<file path="src/rtl/rv32_pkg.sv">
// Shared RV32 execute-side definitions: ALU op codes, datapath widths and the
// operand payload handed from the operand stage to the ALU.
package rv32_pkg;

  localparam int XLEN    = 32;
  localparam int RADDR_W = 5;

  typedef enum logic [3:0] {
    FOP_ADD = 4'd0,
    FOP_SUB = 4'd1,
    FOP_SLL = 4'd2,
    FOP_SRL = 4'd3,
    FOP_SRA = 4'd4,
    FOP_AND = 4'd5,
    FOP_OR  = 4'd6,
    FOP_XOR = 4'd7,
    FOP_IMM = 4'd8
  } fop_t;

  typedef struct packed {
    logic [XLEN-1:0]    rda;
    logic [XLEN-1:0]    rdb;
    fop_t               fop;
    logic [RADDR_W-1:0] rd_addr;
    logic               reg_write;
  } payload_t;

endpackage

</file>
<file path="src/rtl/operand_fwd_mux.sv">
// Priority forwarding for one source operand: x0, then EX/MEM, then WB, then
// the register file read data.
module operand_fwd_mux
  import rv32_pkg::*;
#(
  parameter int W  = XLEN,
  parameter int AW = RADDR_W
) (
  input  logic [AW-1:0] addr,
  input  logic [W-1:0]  rf_data,
  input  logic          ex_valid,
  input  logic [AW-1:0] ex_addr,
  input  logic [W-1:0]  ex_data,
  input  logic          wb_valid,
  input  logic [AW-1:0] wb_addr,
  input  logic [W-1:0]  wb_data,
  output logic [W-1:0]  data
);

  // Checking addr==0 first also stops any source that targets x0 from leaking in.
  always_comb begin
    data = rf_data;
    if (addr == '0)
      data = '0;
    else if (ex_valid && (ex_addr == addr))
      data = ex_data;
    else if (wb_valid && (wb_addr == addr))
      data = wb_data;
  end

endmodule

</file>
<file path="src/rtl/alu_operand_stage.sv">
// ID/EX operand stage: resolves forwarding and immediate selection at accept
// time, then holds operands in an output register plus a one-entry skid buffer.
module alu_operand_stage #(
  parameter int XLEN    = 32,
  parameter int RADDR_W = 5,
  parameter int CNT_W   = 16
) (
  input  logic               clk,
  input  logic               rst,
  input  logic               in_valid,
  output logic               in_ready,
  input  logic [RADDR_W-1:0] in_rs1_addr,
  input  logic [RADDR_W-1:0] in_rs2_addr,
  input  logic [XLEN-1:0]    in_rs1_data,
  input  logic [XLEN-1:0]    in_rs2_data,
  input  logic [XLEN-1:0]    in_imm,
  input  logic               in_use_imm,
  input  logic [3:0]         in_fop,
  input  logic [RADDR_W-1:0] in_rd_addr,
  input  logic               in_reg_write,
  input  logic               ex_fwd_valid,
  input  logic [RADDR_W-1:0] ex_fwd_addr,
  input  logic [XLEN-1:0]    ex_fwd_data,
  input  logic               wb_fwd_valid,
  input  logic [RADDR_W-1:0] wb_fwd_addr,
  input  logic [XLEN-1:0]    wb_fwd_data,
  input  logic               flush,
  output logic               out_valid,
  input  logic               out_ready,
  output logic [XLEN-1:0]    out_rda,
  output logic [XLEN-1:0]    out_rdb,
  output logic [3:0]         out_fop,
  output logic [RADDR_W-1:0] out_rd_addr,
  output logic               out_reg_write,
  output logic [CNT_W-1:0]   stall_cnt
);
  import rv32_pkg::*;

  // state | meaning
  // EMPTY | nothing held
  // ONE   | output register valid, skid empty
  // FULL  | output register and skid both valid, in_ready low
  localparam logic [1:0] ST_EMPTY = 2'b00;
  localparam logic [1:0] ST_ONE   = 2'b10;
  localparam logic [1:0] ST_FULL  = 2'b11;

  // Local payload so widths follow this module's parameters; fop is kept as raw
  // bits so codes 9-15 pass through untouched.
  typedef struct packed {
    logic [XLEN-1:0]    rda;
    logic [XLEN-1:0]    rdb;
    logic [3:0]         fop;
    logic [RADDR_W-1:0] rd_addr;
    logic               reg_write;
  } stage_t;

  logic            out_valid_q;
  logic            skid_valid;
  stage_t          out_q;
  stage_t          skid_q;
  stage_t          in_p;
  logic [XLEN-1:0] rs1_val;
  logic [XLEN-1:0] rs2_val;
  logic            accept;

  operand_fwd_mux #(.W(XLEN), .AW(RADDR_W)) u_fwd_rs1 (
    .addr     (in_rs1_addr),
    .rf_data  (in_rs1_data),
    .ex_valid (ex_fwd_valid),
    .ex_addr  (ex_fwd_addr),
    .ex_data  (ex_fwd_data),
    .wb_valid (wb_fwd_valid),
    .wb_addr  (wb_fwd_addr),
    .wb_data  (wb_fwd_data),
    .data     (rs1_val)
  );

  operand_fwd_mux #(.W(XLEN), .AW(RADDR_W)) u_fwd_rs2 (
    .addr     (in_rs2_addr),
    .rf_data  (in_rs2_data),
    .ex_valid (ex_fwd_valid),
    .ex_addr  (ex_fwd_addr),
    .ex_data  (ex_fwd_data),
    .wb_valid (wb_fwd_valid),
    .wb_addr  (wb_fwd_addr),
    .wb_data  (wb_fwd_data),
    .data     (rs2_val)
  );

  always_comb begin
    in_p           = '0;
    in_p.rda       = rs1_val;
    in_p.rdb       = in_use_imm ? in_imm : rs2_val;
    in_p.fop       = in_fop;
    in_p.rd_addr   = in_rd_addr;
    in_p.reg_write = in_reg_write;
  end

  // in_ready depends only on held state, never on out_ready.
  assign in_ready = !rst && !skid_valid;
  assign accept   = in_valid && in_ready;

  always_ff @(posedge clk) begin
    if (rst) begin
      out_valid_q   <= 1'b0;
      skid_valid    <= 1'b0;
      out_q         <= '0;
      out_q.fop     <= FOP_ADD;
      skid_q        <= '0;
    end else if (flush) begin
      out_valid_q <= 1'b0;
      skid_valid  <= 1'b0;
    end else begin
      case ({out_valid_q, skid_valid})
        ST_EMPTY: begin
          if (accept) begin
            out_q       <= in_p;
            out_valid_q <= 1'b1;
          end
        end
        ST_ONE: begin
          if (accept) begin
            if (out_ready) begin
              out_q <= in_p;
            end else begin
              skid_q     <= in_p;
              skid_valid <= 1'b1;
            end
          end else if (out_ready) begin
            out_valid_q <= 1'b0;
          end
        end
        ST_FULL: begin
          if (out_ready) begin
            out_q      <= skid_q;
            skid_valid <= 1'b0;
          end
        end
        default: begin
          out_valid_q <= 1'b0;
          skid_valid  <= 1'b0;
        end
      endcase
    end
  end

  always_ff @(posedge clk) begin
    if (rst)
      stall_cnt <= '0;
    else if (out_valid_q && !out_ready && !flush && (stall_cnt != '1))
      stall_cnt <= stall_cnt + 1'b1;
  end

  assign out_valid     = out_valid_q;
  assign out_rda       = out_q.rda;
  assign out_rdb       = out_q.rdb;
  assign out_fop       = out_q.fop;
  assign out_rd_addr   = out_q.rd_addr;
  assign out_reg_write = out_q.reg_write;

endmodule
</file>
<file path="config.mk">
export PLATFORM = sky130hd
export DESIGN_NAME = alu_operand_stage
export DESIGN_NICKNAME = d
export VERILOG_FILES = /design/src/rtl/rv32_pkg.sv /design/src/rtl/operand_fwd_mux.sv /design/src/rtl/alu_operand_stage.sv
export SDC_FILE = /design/constraint.sdc
export NUM_CORES = 1
export LEC_CHECK = 0
export ABC_AREA = 0
export ABC_CLOCK_PERIOD_IN_PS = 1900
export CORE_MARGIN = 5
export CORE_UTILIZATION = 28
export DETAILED_ROUTE_END_ITERATION = 8
export GPL_TIMING_DRIVEN = 0
export SLEW_MARGIN = 30
export SYNTH_ARGS = -nofsm -noshare
export SYNTH_HDL_FRONTEND = slang
export SYNTH_SLANG_ARGS = --single-unit
</file>
<file path="constraint.sdc">
create_clock -name clk -period 1.9 [get_ports clk]
set_clock_uncertainty 0.05 [all_clocks]
set_input_delay 0.38 -clock clk [delete_from_list [all_inputs] [get_ports clk]]
set_output_delay 0.38 -clock clk [all_outputs]
set_load 0.02 [all_outputs]
</file>
==> impl_metrics.csv <==
group,metric,value,unit
run_status,status,"finished with violations",
run_status,failed_checks,"setup timing",
floorplan,std_cell_rows,66,
finish,syn2layout_area_growth,67.0,%
sta,worstMarginPinSlew,0.951,ns
synthesis,post_syn_area,9300,um^2
synthesis,yosys.cell_count.top_type,"dfxtp_1",
sta,post-route-period-util,109,%
floorplan,num_io_pins,290,
synthesis,synth_edf_count,0,
critical_path,timing.critical_path.from_type,"flop",
finish,design.final.nets,1782,
critical_path,critical_path.slowest_cell,"or3_1",
global_route,grt_use_total,22.4,%
global_route,grt_pass1_vias,10897,
clock_tree,clock_tree_from_tritoncts,"built",
worst_hold_path,hold_path.class,"in -> reg",
sta,rsz0062_at_grt,"yes",
drt,antenna_violating_nets_post_route,0,
floorplan,dieArea,37000,um^2
critical_path,max_stage_delay,0.39,ns
placement,port-buffer-count,286,
synthesis,synth_ff_type,"dfxtp_1",
pwr,power-per-cell-area,603,nW/um^2
critical_path,timing.critical_path.required,2.21,ns
finish,seq_area,3330,um^2
sta,final-max-slew-violation-count,0,
clock_tree,clkTransAtPathRegs,0.08,ns
sta,worst_slew_margin_rel,36.6,%
synthesis,synthDominantCellAreaShare,35.7,%
synthesis,post_synth_inst_count,1223,
clock_tree,cts_sinks,166,
pwr,power.static_leakage,5.97,nW
clock_tree,clock_tree.root_cell,"clkbuf_16",
critical_path,critical_path_arrival,2.38,ns
synthesis,syn_nets,1422,
finish,multi_input_area,6390,um^2
drt,detail_route.vias_per_cell,5.49,
synthesis,asyncSetResetFlopFracSynth,0,%
drt,detailedRoute.firstPassIterationCount,5,
job,maxcap_violations,0,
pwr,irDropWorstVdd,0.618,mV
clock_tree,worstSkewPairLatency,0.45,ns
sta,timing.final.ws_setup,-0.179,ns
floorplan,die_w,192,um
sta,fin_crit,2.08,ns
finish,post_route_cells_drive_above_1_share,22.0,%
floorplan,dieHeight,192,um
critical_path,criticalPathCategory,"reg -> reg",
global_route,initial_antenna_violation_count,10,
pwr,fin_total_pwr,9.36,mW
global_route,grt_overflow_total,0,
critical_path,path_cells,"or3b_4 > or3_1 > buf_6 > nor2_4 > buf_12 > buf_6 > o211ai_1 > a21oi_1",
clock_tree,post_cts_hold_buffer_count,0,
sta,finalSetupViolations,120,
drt,drc,0,
placement,worst_setup_slack_post_dpl,-1.33,ns
synthesis,post_synth_num_cell_types,45,
finish,filler_cell_count,3168,
clock_tree,clock_buffers_created_by_tritoncts,17,
synthesis,synth_warnings,0,
global_route,grt_max_degree,18,
critical_path,r2r.worst_path.cells,8,
drt,drt_iter0_drc,765,
clock_tree,ctsLongestPathBuffers,2,
placement,post-dp-hpwl,33400,um
placement,dpl-instance-area,12800,um^2
synthesis,yosysSeqAreaShare,35.7,%
global_route,grt_pass1_wl,63800,um
floorplan,initial_utilization,28.4,%
critical_path,crit_path_end_kind,"flop",
placement,place.gp.congestion,0.913,
critical_path,path_common_cell,"buf_6",
synthesis,synthesis.area_per_instance,7.61,um^2
clock_tree,htree_levels,4,
drt,count_of_vias_placed_by_the_detailed_router,11247,
drt,wl_per_cell,22.0,um
critical_path,critPathMaxFanout,6,
synthesis,synth.top_cells.by_area,"dfxtp_1 (36%), o211ai_1 (5.3%), a21boi_0 (5.2%), nor2_1 (4.9%), or3_1 (4.6%)",
sta,achievable-frequency,481,MHz
synthesis,ys_top_cells_by_count,"dfxtp_1 (166), nor2_1 (122), nand2_1 (110)",
synthesis,synth.ff_latch_count,166,
sta,hold_viol_final,0,
drt,postRouteWirelength,45000,um
floorplan,design.core.area,32700,um^2
synthesis,synthDominantAreaCellType,"dfxtp_1",
finish,layout.cell_area.non_filler,15500,um^2
worst_hold_path,hold_path_depth,3,
[cell families (layout without fill, tap and decap cells)]
family | Yosys count | in the layout | synth area share [%]
buf+inv | 162 | 533 | 7.06
flops | 166 | 166 | 35.7
mux | 1 | 1 | 0.108
fa+ha+maj | 1 | 1 | 0.134
other cells | 0 | 9 | 0
xor+xnor | 29 | 29 | 2.73
compound gates | 427 | 428 | 31.6
simple gates | 437 | 438 | 22.6
[metal layers]
layer	share of wire, %	GRT usage [%]
met3	7.6	4.34
met1	41	28.8
met5	0.031	0
met4	3.6	9.33
met2	48	36.8
[power breakdown]
| part | internal, mW | switching (mW) |
|---|---|---|
| clock network | 1.88 | 1.76 |
| registers | 3.57 | 0.0683 |
| logic | 0.979 | 1.11 |
[cell usage in the layout (no fill, tap or decap), types with 14 or more instances in the layout]
cell type	n
o31ai_4	18
dlygate4sd2_1	22
inv_1	36
or3_1	65
a21oi_1	68
o211ai_1	66
o22ai_2	18
a31oi_1	60
nor2_4	14
dfxtp_1	162
nor3_1	33
clkbuf_1	39
xnor2_1	16
a311oi_1	31
o22ai_1	14
and3_1	30
nor2_2	16
nor2_1	93
nand2_1	103
dlymetal6s2s_1	35
clkbuf_16	28
a21boi_0	47
buf_4	36
a21boi_1	15
buf_6	22
buf_8	15
nand3_1	36
clkdlybuf4s50_1	218
o31ai_2	15
a211oi_1	25
clkbuf_2	34
[registers in the layout, summed over array words and instances, names as in the netlist]
name / count
out_rd_addr: 5
out_valid: 1
out_rda: 32
skid_q: 74
skid_valid: 1
out_fop: 4
out_reg_write: 1
out_rdb: 32
stall_cnt: 16
[what timing repair did]
action,4_1_cts,5_1_grt
pin swaps,41,78
setup endpoints to repair,173,181
gates resized for setup,234,260
buffers inserted,30,12
gates cloned,4,14
[worst paths after layout]
kind                      to  slack (ns)       start
setup / recovery  skid_q[57]       -0.18   out_valid
hold / removal    skid_valid        0.36    in_valid
setup reg to reg  skid_q[57]       -0.18   out_valid
hold reg to reg   skid_q[61]        0.41  skid_q[61]
[through the flow]
step	util [%]	setup TNS [ns]	hold WS (ns)	instances
6_report	47.5	-7.81	0.358	2047
3_3_place_gp	39.2	-155.93	0.389	1951
5_1_grt	47.5	-16.42	0.387	2046
4_1_cts	44.0	-13.45	0.350	2014
2_1_floorplan	-	-3.22	0.382	1223
3_5_place_dp	39.2	-156.29	0.395	1951
[layout make-up]
cell class	count	share of cell area, %
Buffer	121	5.72
Sequential cell	166	21.5
Tap cell	442	3.56
Multi-Input combinational cell	897	41.1
Inverter	36	0.870
Timing Repair Buffer	344	23.3
Clock inverter	15	1.09
Antenna cell	9	0.145
Clock buffer	17	2.74
[critical path, delay by kind of cell, from the launching register on]
family,cells,cell delay [ns]
buf+inv,3,0.40
simple gates,3,0.89
compound gates,2,0.29
flops,1,0.35
(Power assumes the default switching activity.)
